==> config.mk <==
export PLATFORM = sky130hd
export DESIGN_NAME = eth_smi_responder
export DESIGN_NICKNAME = d
export VERILOG_FILES = /design/src/rtl/eth_smi_responder.sv
export SDC_FILE = /design/constraint.sdc
export NUM_CORES = 1
export LEC_CHECK = 0
export ABC_AREA = 1
export CORE_ASPECT_RATIO = 1.2
export CORE_MARGIN = 3
export CORE_UTILIZATION = 27
export DETAILED_ROUTE_END_ITERATION = 10
export HOLD_SLACK_MARGIN = 0.02
export PLACE_DENSITY = 0.49
export SLEW_MARGIN = 0
export SYNTH_ARGS = -nofsm -noshare
export SYNTH_HDL_FRONTEND = slang
export SYNTH_SLANG_ARGS = --single-unit
==> constraint.sdc <==
create_clock -name clk_mac -period 43.9 [get_ports clk_mac]
set_input_delay 6.585 -clock clk_mac [delete_from_list [all_inputs] [get_ports clk_mac]]
set_output_delay 6.585 -clock clk_mac [all_outputs]
set_load 0.1 [all_outputs]
==> src/rtl/eth_smi_responder.sv <==
// eth_smi_responder: clause-22 MDIO/SMI PHY-side responder serving a 32x16 register file.
// MDC/MDIO are sampled in the clk_mac domain; mdio_o/mdio_oe feed an external tristate buffer.
module eth_smi_responder #(
    parameter logic [4:0]  PHY_ADDR  = 5'd1,
    parameter logic [15:0] PHYID1    = 16'h0007,
    parameter logic [15:0] PHYID2    = 16'hC0F1,
    parameter logic [15:0] BMCR_INIT = 16'h3100,
    parameter logic [15:0] ANAR_INIT = 16'h01E1
) (
    input  logic        clk_mac,
    input  logic        rst,
    input  logic        eth_mdc,
    input  logic        mdio_i,
    output logic        mdio_o,
    output logic        mdio_oe,
    input  logic [15:0] status_bmsr,
    output logic        busy,
    output logic        wr_strobe,
    output logic [4:0]  wr_reg,
    output logic [15:0] wr_data
);
    typedef enum logic [3:0] {HUNT, ST2, OP, ADDR, SKIP, TA, RD, WR, WDONE} state_t;
    state_t state_q, state_d;
    logic [2:0]  mdc_q;
    logic [1:0]  mdi_q;
    logic [5:0]  cnt_q, cnt_d;
    logic [9:0]  addr_q, addr_d;
    logic [15:0] sr_q, sr_d;
    logic        rd_q, rd_d, b1_q, b1_d;
    logic        oe_q, oe_d, o_q, o_d, busy_q, busy_d, stb_q, stb_d;
    logic [4:0]  wreg_q, wreg_d;
    logic [15:0] wdat_q, wdat_d;
    logic [15:0] regs_q [32];
    logic [15:0] regs_d [32];
    logic        rise, b;
    logic [4:0]  ra;
    logic [15:0] rdv;
    function automatic logic [15:0] rst_val(input logic [4:0] a);
        return a == 5'd0 ? BMCR_INIT : a == 5'd4 ? ANAR_INIT : 16'h0;
    endfunction
    assign rise = mdc_q[1] & ~mdc_q[2];
    assign b    = mdi_q[1];
    assign ra   = {addr_q[3:0], b};
    assign rdv  = ra == 5'd1 ? status_bmsr : ra == 5'd2 ? PHYID1 : ra == 5'd3 ? PHYID2 : regs_q[ra];
    always_ff @(posedge clk_mac or posedge rst) begin
        if (rst) begin
            mdc_q   <= '0;
            mdi_q   <= '0;
            state_q <= HUNT;
            cnt_q   <= '0;
            addr_q  <= '0;
            sr_q    <= '0;
            rd_q    <= 1'b0;
            b1_q    <= 1'b0;
            oe_q    <= 1'b0;
            o_q     <= 1'b0;
            busy_q  <= 1'b0;
            stb_q   <= 1'b0;
            wreg_q  <= '0;
            wdat_q  <= '0;
            for (int i = 0; i < 32; i++) regs_q[i] <= rst_val(5'(i));
        end else begin
            mdc_q   <= {mdc_q[1:0], eth_mdc};
            mdi_q   <= {mdi_q[0], mdio_i};
            state_q <= state_d;
            cnt_q   <= cnt_d;
            addr_q  <= addr_d;
            sr_q    <= sr_d;
            rd_q    <= rd_d;
            b1_q    <= b1_d;
            oe_q    <= oe_d;
            o_q     <= o_d;
            busy_q  <= busy_d;
            stb_q   <= stb_d;
            wreg_q  <= wreg_d;
            wdat_q  <= wdat_d;
            regs_q  <= regs_d;
        end
    end
    // cnt doubles as preamble counter in HUNT and as bit index in every other field
    always_comb begin
        state_d = state_q;
        cnt_d   = cnt_q;
        if (state_q == WDONE) begin
            state_d = HUNT;
            cnt_d   = '0;
        end else if (rise) begin
            case (state_q)
                HUNT: begin
                    cnt_d   = b ? (cnt_q == 6'd32 ? 6'd32 : cnt_q + 6'd1) : 6'd0;
                    state_d = (!b && cnt_q == 6'd32) ? ST2 : HUNT;
                end
                ST2:  state_d = b ? OP : HUNT;
                OP: begin
                    cnt_d   = cnt_q == 6'd0 ? 6'd1 : 6'd0;
                    state_d = cnt_q == 6'd0 ? OP : (b1_q ^ b) ? ADDR : HUNT;
                end
                ADDR: begin
                    cnt_d   = cnt_q == 6'd9 ? 6'd0 : cnt_q + 6'd1;
                    state_d = cnt_q != 6'd9 ? ADDR : addr_q[8:4] == PHY_ADDR ? TA : SKIP;
                end
                SKIP: begin
                    cnt_d   = cnt_q == 6'd17 ? 6'd0 : cnt_q + 6'd1;
                    state_d = cnt_q == 6'd17 ? HUNT : SKIP;
                end
                TA: begin
                    cnt_d   = cnt_q == 6'd0 ? 6'd1 : 6'd0;
                    state_d = cnt_q == 6'd0 ? TA : rd_q ? RD : {b1_q, b} == 2'b10 ? WR : HUNT;
                end
                RD: begin
                    cnt_d   = cnt_q == 6'd16 ? 6'd0 : cnt_q + 6'd1;
                    state_d = cnt_q == 6'd16 ? HUNT : RD;
                end
                WR: begin
                    cnt_d   = cnt_q == 6'd15 ? 6'd0 : cnt_q + 6'd1;
                    state_d = cnt_q == 6'd15 ? WDONE : WR;
                end
                default: begin
                    state_d = HUNT;
                    cnt_d   = '0;
                end
            endcase
        end
    end
    always_comb begin
        b1_d   = rise ? b : b1_q;
        addr_d = (rise && state_q == ADDR) ? {addr_q[8:0], b} : addr_q;
        rd_d   = (rise && state_q == OP && cnt_q == 6'd1) ? b1_q : rd_q;
        busy_d = state_d != HUNT;
        sr_d   = sr_q;
        oe_d   = oe_q;
        o_d    = o_q;
        stb_d  = 1'b0;
        wreg_d = wreg_q;
        wdat_d = wdat_q;
        regs_d = regs_q;
        if (rise && state_q == ADDR && cnt_q == 6'd9) sr_d = rdv;
        if (rise && state_q == WR) sr_d = {sr_q[14:0], b};
        if (rise && state_q == TA && cnt_q == 6'd1 && rd_q) begin
            oe_d = 1'b1;
            o_d  = 1'b0;
        end
        if (rise && state_q == RD) begin
            oe_d = cnt_q != 6'd16;
            o_d  = cnt_q != 6'd16 && sr_q[15];
            sr_d = {sr_q[14:0], 1'b0};
        end
        if (state_q == WDONE) begin
            stb_d  = 1'b1;
            wreg_d = addr_q[4:0];
            wdat_d = sr_q;
            if (addr_q[4:0] == 5'd0 && sr_q[15])
                for (int i = 0; i < 32; i++) regs_d[i] = rst_val(5'(i));
            else if (addr_q[4:0] == 5'd0 || addr_q[4:0] > 5'd3)
                regs_d[addr_q[4:0]] = sr_q;
        end
    end
    always_comb begin
        mdio_o    = o_q;
        mdio_oe   = oe_q;
        busy      = busy_q;
        wr_strobe = stb_q;
        wr_reg    = wreg_q;
        wr_data   = wdat_q;
    end
endmodule

* Yosys cells after proc, flatten, opt, wreduce, memory -nomap -nowiden
Index checks and enable logic that the tools add are counted.
** Storage, ports and cells
- Register bits after elaboration :: 579
- Input bits :: 20
- Word-level logic and storage cells :: 148
** Cells by class
- $add $sub $neg :: 1
- Magnitude comparators :: 4
- Equality and inequality tests :: 22
- Mux-type cells :: 44
- Bitwise gates (word level) :: 5
- Reductions and logical operators :: 26
** Operators by type and width (number)
- $mux 512 :: 2
- $bwmux 512 :: 1
- $mux 16 :: 9
- $bmux 16 s5 :: 1
- $demux 16 s5 :: 1
- $mux 6 :: 8
- $pmux 6 s7 :: 1
- $pmux 4 s8 :: 1
- $mux 3 :: 6
- $eq 4x3->1 const B :: 4
- $logic_and 1x1->1 :: 13
- $eq 6x4->1 const B :: 2
- $eq 6x5->1 const B :: 2
- $ge 6x6->1 const B :: 2
- $mux 4 :: 3
- $not 5->6 :: 2
- $eq 5x1->1 const B :: 2
- $eq 5x2->1 const B :: 2
- $eq 4x2->1 const B :: 2
- $mux 1 :: 8
- $add 6x1->6 const B :: 1
- $eq 6x1->1 const B :: 1
- $eq 6x6->1 const B :: 1
- $logic_not 6->1 :: 1
- 21 further kinds :: 26

* Logic depth before layout (Yosys ltp)
- Word-level depth :: 10
- Gate-level depth with buffers :: 16
- Depth with buffers taken out :: 14

* Worst setup path before layout
No wires, ideal clock.
- Kind :: reg2out
- Start :: register o_q, in the netlist mdio_o
- End :: output mdio_o
- Data arrival time :: 0.898 ns
- Required time :: 37.315 ns
- Setup slack :: 36.417 ns
- Cell stages (with the launch flop) :: 1
- Path buffers :: 0
- Path through :: dfrtp_1
** RTL lines
- start, declared :: line 30 : logic oe_q, oe_d, o_q, o_d, busy_q, busy_d, stb_q, stb_d;
- start signal, assigned :: line 56 : o_q <= 1'b0;
- start signal, assigned :: line 72 : o_q <= o_d;
- end, declared :: line 14 : output logic mdio_o,
No word-level cell between the ends.

==> results.py <==
metrics = {
    "run_status": {
        "status": "completed",
    },
    "clocking": {
        "cts.sinks": 579,
        "h-tree-depth": 3,
        "cts_root_buffer": "clkbuf_16",
        "postCtsSetupRepairBufs": 0,
        "holdBufCountCts": 0,
        "cts_buffers": 70,
        "clock_latency_ns": 0.61,
        "cts.reportedPaths.clkPinSlew_ns": 0.06,
        "ctsResizeCount": 0,
        "cts_tree": "built",
        "clock_path_buffers": 3,
    },
    "cells_and_area": {
        "regMostFlops": "regs_q",
        "final_cell_mix": "886 x nand2_1, 568 x dfrtp_1, 427 x nand3_1",
        "final_common_cell": "nand2_1",
        "finalNetCount": 3363,
        "drive_gt1_share_pct": 6.14,
        "area.growth.synth_to_final_pct": 14.1,
        "diodes": 0,
        "fillers": 10500,
        "largest_reg_flops": 512,
    },
    "critical_path": {
        "criticalPathCategory": "primary input to async pin",
        "worst-path-buf-inv": 5,
        "cpPeakStageDelay_ns": 0.89,
        "critPathMaxFanout": 151,
        "rrSetupSlack_ns": 39.65,
        "crit_chain": "clkdlybuf4s50_1 -> inv_8 -> buf_12 -> buf_4 -> buf_4",
        "critPathCaptureType": "async pin",
        "required_ns": 44.49,
        "start_kind": "primary input",
        "path_delay_family": "buffers and inverters",
        "rr_startpoint": "mdi_q[1]",
        "crit_slowest_cell": "buf_4",
        "rr_worst_depth": 12,
        "arrival_ns": 10.44,
        "r2r_end": "sr_q[10]",
        "crit_path_frequent_cell": "buf_4",
    },
    "floorplan": {
        "initial_core_util_pct": 27.4,
        "ios": 45,
        "rows": 126,
        "dieWidth_um": 296,
        "coreArea_um2": 99200,
        "die_h_um": 354,
        "dieArea_um2": 105000,
    },
    "timing": {
        "fin_crit_ns": 9.85,
        "hold_ws_ns": 0.347,
        "maxSlewHeadroom_pct": 20.6,
        "setup_violations": 0,
        "rsz0062_at_grt": "no",
        "clock_skew_ns": 0.0212,
        "timing.fmax_mhz": 102,
        "setup-tns-final_ns": 0,
        "fin_ws_ns": 34.05,
        "worstMarginPinSlew_ns": 1.19,
        "slew_viol_final": 0,
        "hold_viol_final": 0,
        "min_period_over_period_pct": 22.4,
    },
    "power_and_ir_drop": {
        "netSwitchingPower_uw": 273,
        "p_int_uw": 897,
        "p_sw_share_pct": 23.3,
        "powerDensity_nw_per_um2": 37.7,
        "p_leak_uw": 0.0148,
        "p_clk_share_pct": 50.7,
        "fin_total_pwr_uw": 1170,
        "combPwrFrac_pct": 3.5,
        "p_seq_share_pct": 45.8,
        "ir_drop_mv": 0.0219,
    },
    "min_path": {
        "min_to": "mdc_q[1]",
        "worstHoldStart": "mdc_q[0]",
        "hold_depth": 0,
        "hp-class": "flop to flop",
    },
    "yosys": {
        "synth_area_um2": 27200,
        "ys_ff_latch": 579,
        "synthesis.nets": 3452,
        "synth_cell_types": 32,
        "yosysSeqAreaShare_pct": 53.3,
        "synth_edf_count": 0,
        "ys.flop_type": "dfrtp_1",
        "syn_area_per_cell_um2": 7.94,
        "async_reset_ff_share_pct": 100,
        "yosys_warnings": 0,
        "syn_inst": 3428,
    },
    "global_route": {
        "grt_pass1_wl_mm": 151,
        "antenna_found_initial": 3,
        "grt-ovfl-total": 0,
        "grt_max_degree": 158,
        "grt_pass1_vias": 22900,
        "grt.total_usage_pct": 18.8,
    },
    "drt": {
        "drc": 0,
        "wl_per_cell_um": 21.1,
        "first_iter_violations": 2069,
        "drt_wl_total_mm": 98.3,
        "num_vias": 23400,
        "drtAntennaViolNets": 0,
        "dr.pass1.iters": 6,
        "viasPerCell": 5.02,
    },
    "run": {
        "max-cap-violations": 0,
    },
    "placement": {
        "io_buffers": 44,
        "gp_congestion": 0.894,
        "post-place-ws_ns": 33.22,
        "dp_hpwl_mm": 58.5,
    },
}
-- power by group through the flow --
stage	registers (uW)	clock network, uW	logic (uW)
3_3_place_gp	546	0	41.7
4_1_cts	536	607	41.7
6_report	536	594	40.5
3_5_place_dp	546	0	41.6
5_1_grt	536	628	45.7
2_1_floorplan	545	0	26.2
-- metal layers --
| layer | up-vias | track usage, % | wire, um |
|---|---|---|---|
| li1 | 11000 | - | - |
| met2 | 644 | 30.0 | 45600 |
| met3 | 163 | 2.21 | 4660 |
| met1 | 11600 | 26.0 | 44500 |
| met5 | - | 0 | 0 |
| met4 | 0 | 7.31 | 3580 |
-- kinds of logic after synthesis --
| group | after synthesis | share of synthesized area [%] |
|---|---|---|
| DFF | 579 | 53.3 |
| buffers and inverters | 679 | 9.49 |
| adders and majority gates | 4 | 0.184 |
| muxes | 2 | 0.0828 |
| AOI/OAI and AO/OA | 664 | 13.8 |
| xor gates and xnor gates | 1 | 0.0322 |
| and+or+nand+nor | 1499 | 23.1 |
-- worst reg2reg max path, cell delays in order (launching register included) --
cell	delay [ns]
dfrtp_4	0.85
buf_4	0.53
buf_4	0.68
buf_4	0.70
o21ai_0	0.31
nand3_1	0.20
nand3_1	0.10
nand2_1	0.06
nand2_1	0.07
o21ai_0	0.43
nand2_1	0.10
nand2_1	0.07
nand2_1	0.05
-- how the worst max path moves through the flow --
stage               start          end  slack [ns]  cells after the start
finish                rst   regs_q[30]       34.05                      5
global route          rst   regs_q[35]       33.49                      5
CTS                   rst  regs_q[106]       33.88                      5
detailed placement    rst   wr_data[4]       33.22                      5
global placement      rst   regs_q[18]       33.18                      5
floorplan             rst    addr_q[0]       21.13                      1
-- synth_stat cells, types with 2 or more instances --
cell type	number	area share (%)
a21oi_1	81	1.5
a21oi_2	5	0.16
buf_1	28	0.39
buf_2	25	0.46
clkbuf_1	207	2.9
clkinv_1	2	0.028
dfrtp_1	571	53
dfstp_2	8	0.77
ha_1	4	0.18
inv_1	410	5.7
inv_2	6	0.083
mux2_2	2	0.083
nand2_1	887	12
nand3_1	427	7.9
nand3_2	2	0.074
nand4_1	25	0.57
nor2_1	141	1.9
nor2_2	3	0.069
nor3_1	9	0.17
o211ai_1	31	0.86
o21ai_0	266	4.9
o21ai_1	11	0.20
o22ai_1	265	6.1
o31ai_1	4	0.11
-- metrics by stage --
step | instance area [um2] | util [%] | instances
3_3_place_gp | 28800 | 29.0 | 4547
5_1_grt | 31100 | 31.3 | 4668
6_report | 31100 | 31.3 | 4668
4_1_cts | 31100 | 31.3 | 4668
3_5_place_dp | 28800 | 29.0 | 4547
2_1_floorplan | 27200 | - | 3428
-- final cells by class --
type	count	area [um2]	share of cell area [%]
Multi-Input combinational cell	2170	10200	32.8
Clock inverter	22	259	0.834
Tap cell	1280	1600	5.16
Timing Repair Buffer	100	886	2.85
Inverter	418	1580	5.09
Clock buffer	99	2040	6.58
Sequential cell	579	14500	46.7
Power figures use the tool's default switching activity.
